### config.mk
export PLATFORM = sky130hd
export DESIGN_NAME = shiftreg_seq_ctrl
export DESIGN_NICKNAME = d
export VERILOG_FILES = /design/src/rtl/shiftreg_ctrl_pkg.sv /design/src/rtl/shiftreg_bit_counter.sv /design/src/rtl/shiftreg_seq_ctrl.sv
export SDC_FILE = /design/constraint.sdc
export NUM_CORES = 1
export LEC_CHECK = 0
export BUFFER_PORTS_ARGS = -buffer_cell sky130_fd_sc_hd__buf_2
export CAP_MARGIN = 20
export CORE_MARGIN = 2
export CORE_UTILIZATION = 45
export DETAILED_ROUTE_END_ITERATION = 8
export GPL_ROUTABILITY_DRIVEN = 0
export PLACE_DENSITY = 0.72
export SLEW_MARGIN = 20
export SYNTH_ARGS = -nofsm -noshare
export SYNTH_HDL_FRONTEND = slang
export SYNTH_HIERARCHICAL = 1
export SYNTH_SLANG_ARGS = --single-unit
### constraint.sdc
create_clock -name i_clk -period 2.99 [get_ports i_clk]
set_clock_uncertainty 0.05 [all_clocks]
set_input_delay 0.299 -clock i_clk [delete_from_list [all_inputs] [get_ports i_clk]]
set_output_delay 0.299 -clock i_clk [all_outputs]
set_load 0.01 [all_outputs]
### src/rtl/shiftreg_ctrl_pkg.sv
// Shared state encoding and bit-order helper for the shift-register sequencer.
package shiftreg_ctrl_pkg;

    localparam int STATE_W = 2;

    typedef enum logic [STATE_W-1:0] {
        ST_IDLE   = 2'd0,
        ST_SHIFT  = 2'd1,
        ST_PARITY = 2'd2,
        ST_DONE   = 2'd3
    } state_t;

    // Word bit presented at serial position pos (0 = first bit out).
    function automatic int bit_index(input int pos, input int width, input bit msb_first);
        return msb_first ? (width - 1 - pos) : pos;
    endfunction

endpackage

### src/rtl/shiftreg_bit_counter.sv
// Bit counter for the serialiser: counts shifted bits up to WIDTH, flags the last data bit.
module shiftreg_bit_counter #(
    parameter int WIDTH = 8,
    localparam int CNT_W = $clog2(WIDTH + 1)
) (
    input  logic             i_clk,
    input  logic             i_rst,
    input  logic             i_clr,
    input  logic             i_inc,
    output logic [CNT_W-1:0] o_cnt,
    output logic             o_tc
);

    logic [CNT_W-1:0] r_cnt;

    // Saturates at WIDTH so the count holds through the parity and done cycles.
    always_ff @(posedge i_clk) begin
        if (i_rst || i_clr) begin
            r_cnt <= '0;
        end else if (i_inc && (r_cnt != CNT_W'(WIDTH))) begin
            r_cnt <= r_cnt + CNT_W'(1);
        end
    end

    assign o_cnt = r_cnt;
    assign o_tc  = (r_cnt == CNT_W'(WIDTH - 1));

endmodule

### src/rtl/shiftreg_seq_ctrl.sv
// Serialises a captured word onto the shift register; SHIFTREG_PARITY_EN appends an even-parity bit.
// States: IDLE wait for word | SHIFT data bits | PARITY parity bit | DONE one-cycle done pulse.
module shiftreg_seq_ctrl
    import shiftreg_ctrl_pkg::*;
#(
    parameter int WIDTH     = 8,
    parameter int MSB_FIRST = 1,
    localparam int CNT_W    = $clog2(WIDTH + 1)
) (
    input  logic             i_clk,
    input  logic             i_rst,
    input  logic [WIDTH-1:0] i_in_data,
    input  logic             i_in_valid,
    output logic             o_in_ready,
    input  logic             i_abort,
    output logic             o_sr_en,
    output logic             o_sr_in,
    output logic             o_busy,
    output logic             o_done,
    output logic [CNT_W-1:0] o_bit_cnt
);

    localparam int IDX_W     = $clog2(WIDTH);
    localparam int FIRST_IDX = bit_index(0, WIDTH, MSB_FIRST != 0);

    state_t           r_state;
    logic [WIDTH-1:0] r_word;
    logic             r_sr_en;
    logic             r_sr_in;
    logic             r_busy;
    logic             r_done;

    logic             w_ready;
    logic             w_accept;
    logic             w_in_word;
    logic             w_cnt_clr;
    logic             w_cnt_inc;
    logic             w_last_bit;
    logic [CNT_W-1:0] w_cnt;
    logic [IDX_W-1:0] w_next_idx;

    assign w_ready    = (r_state == ST_IDLE) && !i_rst;
    assign w_accept   = w_ready && i_in_valid && !i_abort;
    assign w_in_word  = (r_state == ST_SHIFT) || (r_state == ST_PARITY);
    assign w_cnt_clr  = (r_state == ST_DONE) || (w_in_word && i_abort);
    assign w_cnt_inc  = (r_state == ST_SHIFT) && !i_abort;
    assign w_next_idx = IDX_W'(bit_index(int'(w_cnt) + 1, WIDTH, MSB_FIRST != 0));

`ifdef SHIFTREG_PARITY_EN
    logic w_parity;
    assign w_parity = ^r_word;
`endif

    shiftreg_bit_counter #(
        .WIDTH (WIDTH)
    ) u_bit_counter (
        .i_clk (i_clk),
        .i_rst (i_rst),
        .i_clr (w_cnt_clr),
        .i_inc (w_cnt_inc),
        .o_cnt (w_cnt),
        .o_tc  (w_last_bit)
    );

    always_ff @(posedge i_clk) begin
        if (i_rst) begin
            r_state <= ST_IDLE;
            r_word  <= '0;
            r_sr_en <= 1'b0;
            r_sr_in <= 1'b0;
            r_busy  <= 1'b0;
            r_done  <= 1'b0;
        end else begin
            r_done <= 1'b0;
            case (r_state)
                ST_IDLE: begin
                    if (w_accept) begin
                        r_state <= ST_SHIFT;
                        r_word  <= i_in_data;
                        r_sr_en <= 1'b1;
                        r_sr_in <= i_in_data[FIRST_IDX];
                        r_busy  <= 1'b1;
                    end
                end
                ST_SHIFT: begin
                    if (i_abort) begin
                        r_state <= ST_IDLE;
                        r_sr_en <= 1'b0;
                        r_sr_in <= 1'b0;
                        r_busy  <= 1'b0;
                    end else if (w_last_bit) begin
`ifdef SHIFTREG_PARITY_EN
                        r_state <= ST_PARITY;
                        r_sr_in <= w_parity;
`else
                        r_state <= ST_DONE;
                        r_sr_en <= 1'b0;
                        r_sr_in <= 1'b0;
                        r_done  <= 1'b1;
`endif
                    end else begin
                        r_sr_in <= r_word[w_next_idx];
                    end
                end
`ifdef SHIFTREG_PARITY_EN
                ST_PARITY: begin
                    r_sr_en <= 1'b0;
                    r_sr_in <= 1'b0;
                    if (i_abort) begin
                        r_state <= ST_IDLE;
                        r_busy  <= 1'b0;
                    end else begin
                        r_state <= ST_DONE;
                        r_done  <= 1'b1;
                    end
                end
`endif
                // Abort is deliberately not looked at here: a finished word always reports done.
                ST_DONE: begin
                    r_state <= ST_IDLE;
                    r_busy  <= 1'b0;
                end
                default: begin
                    r_state <= ST_IDLE;
                    r_sr_en <= 1'b0;
                    r_sr_in <= 1'b0;
                    r_busy  <= 1'b0;
                end
            endcase
        end
    end

    assign o_in_ready = w_ready;
    assign o_sr_en    = r_sr_en;
    assign o_sr_in    = r_sr_in;
    assign o_busy     = r_busy;
    assign o_done     = r_done;
    assign o_bit_cnt  = w_cnt;

endmodule

* Word level (Yosys, flattened, before mapping)
Index checks and enable logic that the tools add are counted.
** Operators by class
- Equality and inequality tests :: 8
- $lt $le $gt $ge :: 1
- Add/sub/neg operators :: 3
- Bitwise operators :: 2
- Reductions and logical operators :: 18
- Multiplexer cells :: 17
** Operator list (count)
- two-way mux 1 bit :: 9
- AND reduction 2 bit :: 4
- logical AND 1 bit :: 6
- two-way mux 2 bit :: 3
- one-hot mux 1 bit (3 select lines) :: 2
- adder 4 x 1 -> 4 bit (second input constant) :: 1
- equality test 2 bit (second input constant) :: 2
- equality test 4 x 3 -> 1 bit (second input constant) :: 1
- < comparator 3 x 4 -> 1 bit (second input constant) :: 1
- inequality test 2 bit (second input constant) :: 2
- inequality test 4 bit (second input constant) :: 1
- one-hot mux 2 bit (2 select lines) :: 1
- adder 3 x 1 -> 3 bit (second input constant) :: 1
- binary-select mux 1 bit (select 3 bit) :: 1
- logical OR 1 bit :: 3
- inequality test 3 x 2 -> 1 bit (second input constant) :: 1
- AND reduction 3 bit :: 1
- OR reduction 3 bit :: 1
- subtractor 3 bit (first input constant) :: 1
- equality test 2 x 1 -> 1 bit (second input constant) :: 1
- logical NOT 1 bit :: 2
- logical NOT 2 bit :: 1
- inverter 1 bit :: 2
- one-hot mux 1 bit (2 select lines) :: 1
** Storage, ports and cells
- Bits in registers :: 18
- Output and inout port bits :: 9
- Logic and storage cells :: 56

* Logic depth before layout (Yosys ltp)
- Word-level depth :: 7
- Gate-level depth with buffers :: 7

* Hierarchy
Netlist, hierarchy kept.
** By module, submodules not included
- shiftreg_seq_ctrl :: cells an instance 83, area an instance 725.7 µm², times used 1
- shiftreg_bit_counter :: cells an instance 26, area an instance 237.7 µm², times used 1

* Worst setup path before layout
Ideal clock, no wire load.
- Path type :: register to register
- From :: register u_bit_counter.r_cnt[0] (netlist: u_bit_counter/o_cnt[0])
- To :: register r_sr_in (netlist: o_sr_in)
- Slack :: 1.266 ns
- Data required time :: 2.844 ns
- Arrival :: 1.578 ns
- Cell stages (with the launch flop) :: 8
- Clock period less this slack :: 1.724 ns
- Path through :: dfxtp_1 > ha_1 > nand2_1 > nor2_1 > or3b_1 > o21ai_1 > a21oi_1 > o41ai_2
** Between the ends
- Elaborated cells on any way between the ends :: 8
- Classes of those cells :: add/sub (2); eq/ne (1); mux (5)
** RTL lines
- start, declared :: line shiftreg_bit_counter.sv:14 : logic [CNT_W-1:0] r_cnt;
- start signal, assigned :: line shiftreg_bit_counter.sv:21 : r_cnt <= r_cnt + CNT_W'(1);
- equality test 4 x 3 -> 1 bit :: line shiftreg_bit_counter.sv:26 : assign o_tc = (r_cnt == CNT_W'(WIDTH - 1));
- via w_last_bit :: line shiftreg_seq_ctrl.sv:38 : logic w_last_bit;
- two-way mux 1 bit :: line shiftreg_seq_ctrl.sv:91 : end else if (w_last_bit) begin
- two-way mux 1 bit :: line shiftreg_seq_ctrl.sv:86 : if (i_abort) begin
- one-hot mux 1 bit (3 select lines) :: line shiftreg_seq_ctrl.sv:75 : case (r_state)
- end signal, assigned :: line shiftreg_seq_ctrl.sv:81 : r_sr_in <= i_in_data[FIRST_IDX];
- end signal, assigned :: line shiftreg_seq_ctrl.sv:102 : r_sr_in <= r_word[w_next_idx];
- end, declared :: line shiftreg_seq_ctrl.sv:29 : logic r_sr_in;
The timed path passes the listed nets, and every way through them passes these cells. The select of a mux whose other input is x is not followed.
A chain may end at the register's enable or synchronous reset.

* Worst setup path in the final report
Same ends and word-level chain as after synthesis.

==> results.ini <==
[layout]
final_cell_count_no_fill = 157
drive_above_1_share = 0.254
syn2layout_area_growth_pct = 15.3
final_nets = 149
diodes = 0
final_core_util = 0.561

[logic_synthesis]
synth.top_cell.area_share = 0.374
async_flop_share = 0
synthXorXnorAreaFrac = 0.0182
synth-simple-area-share = 0.229
synth_seq_area_share = 0.374
synth_edf_count = 0
synthFlopType = dfxtp_1
synth_cells = 109
synth_nets = 127
synthDistinctLibCells = 35
synth_area_um2 = 963
synth.most_common_cell = nand2_1
synth_compound_area_frac = 0.206
synth_top_family_by_area = simple AND/OR/NAND/NOR gates
synth_area_per_cell_um2 = 8.84
synth_area_leaders = dfxtp_1 37%, a21oi_1 7.8%, ha_1 7.8%, nand2_1 7.8%, a211oi_2 3.9%
synthAdderAreaFrac = 0.0779
synthMuxAreaShare = 0.0442
synth_warnings = 6
ys_seq_elements = 18
yosys.area.top_type = dfxtp_1
synth_common_cells = 20 x nand2_1, 18 x dfxtp_1, 15 x a21oi_1, 7 x inv_1, 6 x ha_1

[clock_network]
cts_root_buffer = clkbuf_4
cts_max_level = 1
postCtsSetupBuffers = 0
cts_resized = 0
clk_path_buf_depth = 2
clk_latency_ns = 0.29
path_clk_slew_ns = 0.10
hold_buffers = 0
cts_tree = yes
cts_buffers = 3
cts_num_sinks = 18

[floorplan]
rows = 16
fp.coreArea_um2 = 1980
die-area_um2 = 2530
boundaryPins = 21
die_w_um = 50.3
start_util = 0.486
die_h_um = 50.3

[placement]
dp.cells = 153
port-buffer-count = 20
pre_cts_slack_ns = 1.19
dp_hpwl_um = 1380

[routing]
ant_nets = 0
drt-pass1-iter-count = 4
wl_um = 1850
drt_iter0_drc = 10
drc = 0
wl_per_cell_um = 11.8
dr_total_vias = 837
viasPerCell = 5.33

[setup_path]
required_ns = 3.15
cp-end-kind = register
critPathArrivalTime_ns = 1.96
cp-startpoint = u_bit_counter/o_cnt[0]
critPathMaxStageDelay_ns = 0.41
r2r-start = u_bit_counter/o_cnt[0]
worstPathCellList = ha_1 > nand2_1 > nor2_1 > or3b_1 > o21ai_1 > a21oi_1 > o41ai_2
cp_slowest_cell = dfxtp_1
path_class = register to register
worstSetupStartpointType = register
cp_max_fo = 9

[sta]
timing.fmax_mhz = 554
slew_violations = 0
setup_violations = 0
timing_hold_violations_final = 0
period_share = 0.603
worstMarginPinSlew_ns = 0.429
rsz0062_at_grt = no
holdWs_ns = 0.180
slew_headroom = 0.712
final.setup.tns_ns = 0
setup_ws_ns = 1.19
period_needed_ns = 1.80

[grt]
grtUsageTotal = 0.159
grt_pass1_wl_um = 3130
grt_pass1_vias = 744
grt_antenna_before_repair = 0
grt_overflow_total = 0
grt_max_degree = 21

[job]
drv_cap = 0

[power_and_ir_drop]
power_density_nw_per_um2 = 472
irDropWorstVdd_uv = 317
leakage_nw = 0.484

[min_path]
hold_class = input port to register
min-delay-start = i_in_data[3]

[run_status]
outcome = completed

worst max-delay path: cells and delay by family, from the launching register on:
family | cells | cell delay, ns
AOI/OAI and AO/OA | 3 | 0.49
adders and majority gates | 1 | 0.27
DFF | 1 | 0.41
and+or+nand+nor | 3 | 0.51
area by class of cell:
class / instances / area [um^2]
Sequential cell: 18 / 360
Multi-Input combinational cell: 81 / 554
Timing Repair Buffer: 20 / 100
Tap cell: 27 / 33.8
Clock buffer: 4 / 36.3
Inverter: 7 / 26.3
Fill cell: 190 / 871
sequential cells by signal (all words and copies together) (netlist names):
signal	flops
o_done	1
o_sr_en	1
u_bit_counter/o_cnt	4
o_sr_in	1
r_state	2
r_word	8
o_busy	1
through the flow:
stage               total power [mW]  instance area [um^2]
global route                   0.549                  1110
global placement               0.376                  1070
finish                         0.524                  1110
CTS                            0.528                  1110
floorplan                      0.348                   963
detailed placement             0.379                  1070
placed cells by master (no fill, tap or decap), types with 3 or more instances in the layout:
cell type,count
nor2_1,4
ha_1,6
inv_1,7
dfxtp_1,18
buf_2,20
clkbuf_4,3
a21oi_1,15
nand2_1,20
a211oi_2,3
o21ai_1,3
path summary, 6_finish.rpt:
kind               end  slack [ns]  cells past startpoint
max            o_sr_in        1.19                      7
min reg2reg  r_word[3]        0.42                      2
min          r_word[3]        0.18                      3
max reg2reg    o_sr_in        1.19                      7
metal layers:
layer  part of all wire  track usage
met2               0.47        0.259
met1               0.47        0.209
met5                  0            0
met3              0.048       0.0298
met4             0.0043       0.0556
report_power, final:
part | leakage, nW | total (mW) | internal (mW) | switching [mW]
registers | 0.146 | 0.262 | 0.252 | 0.0107
logic | 0.317 | 0.111 | 0.0467 | 0.0639
clock network | 0.0210 | 0.152 | 0.0742 | 0.0773
total | 0.484 | 0.524 | 0.372 | 0.152
logic make-up after synthesis:
kind of cell,Yosys count
adder cells (fa/ha/maj),6
AO/OA/AOI/OAI,29
multiplexers,3
buffers and inverters,10
AND/OR/NAND/NOR,41
flip-flops,18
XOR/XNOR,2
Note: power is estimated with default switching activity, not from simulation.
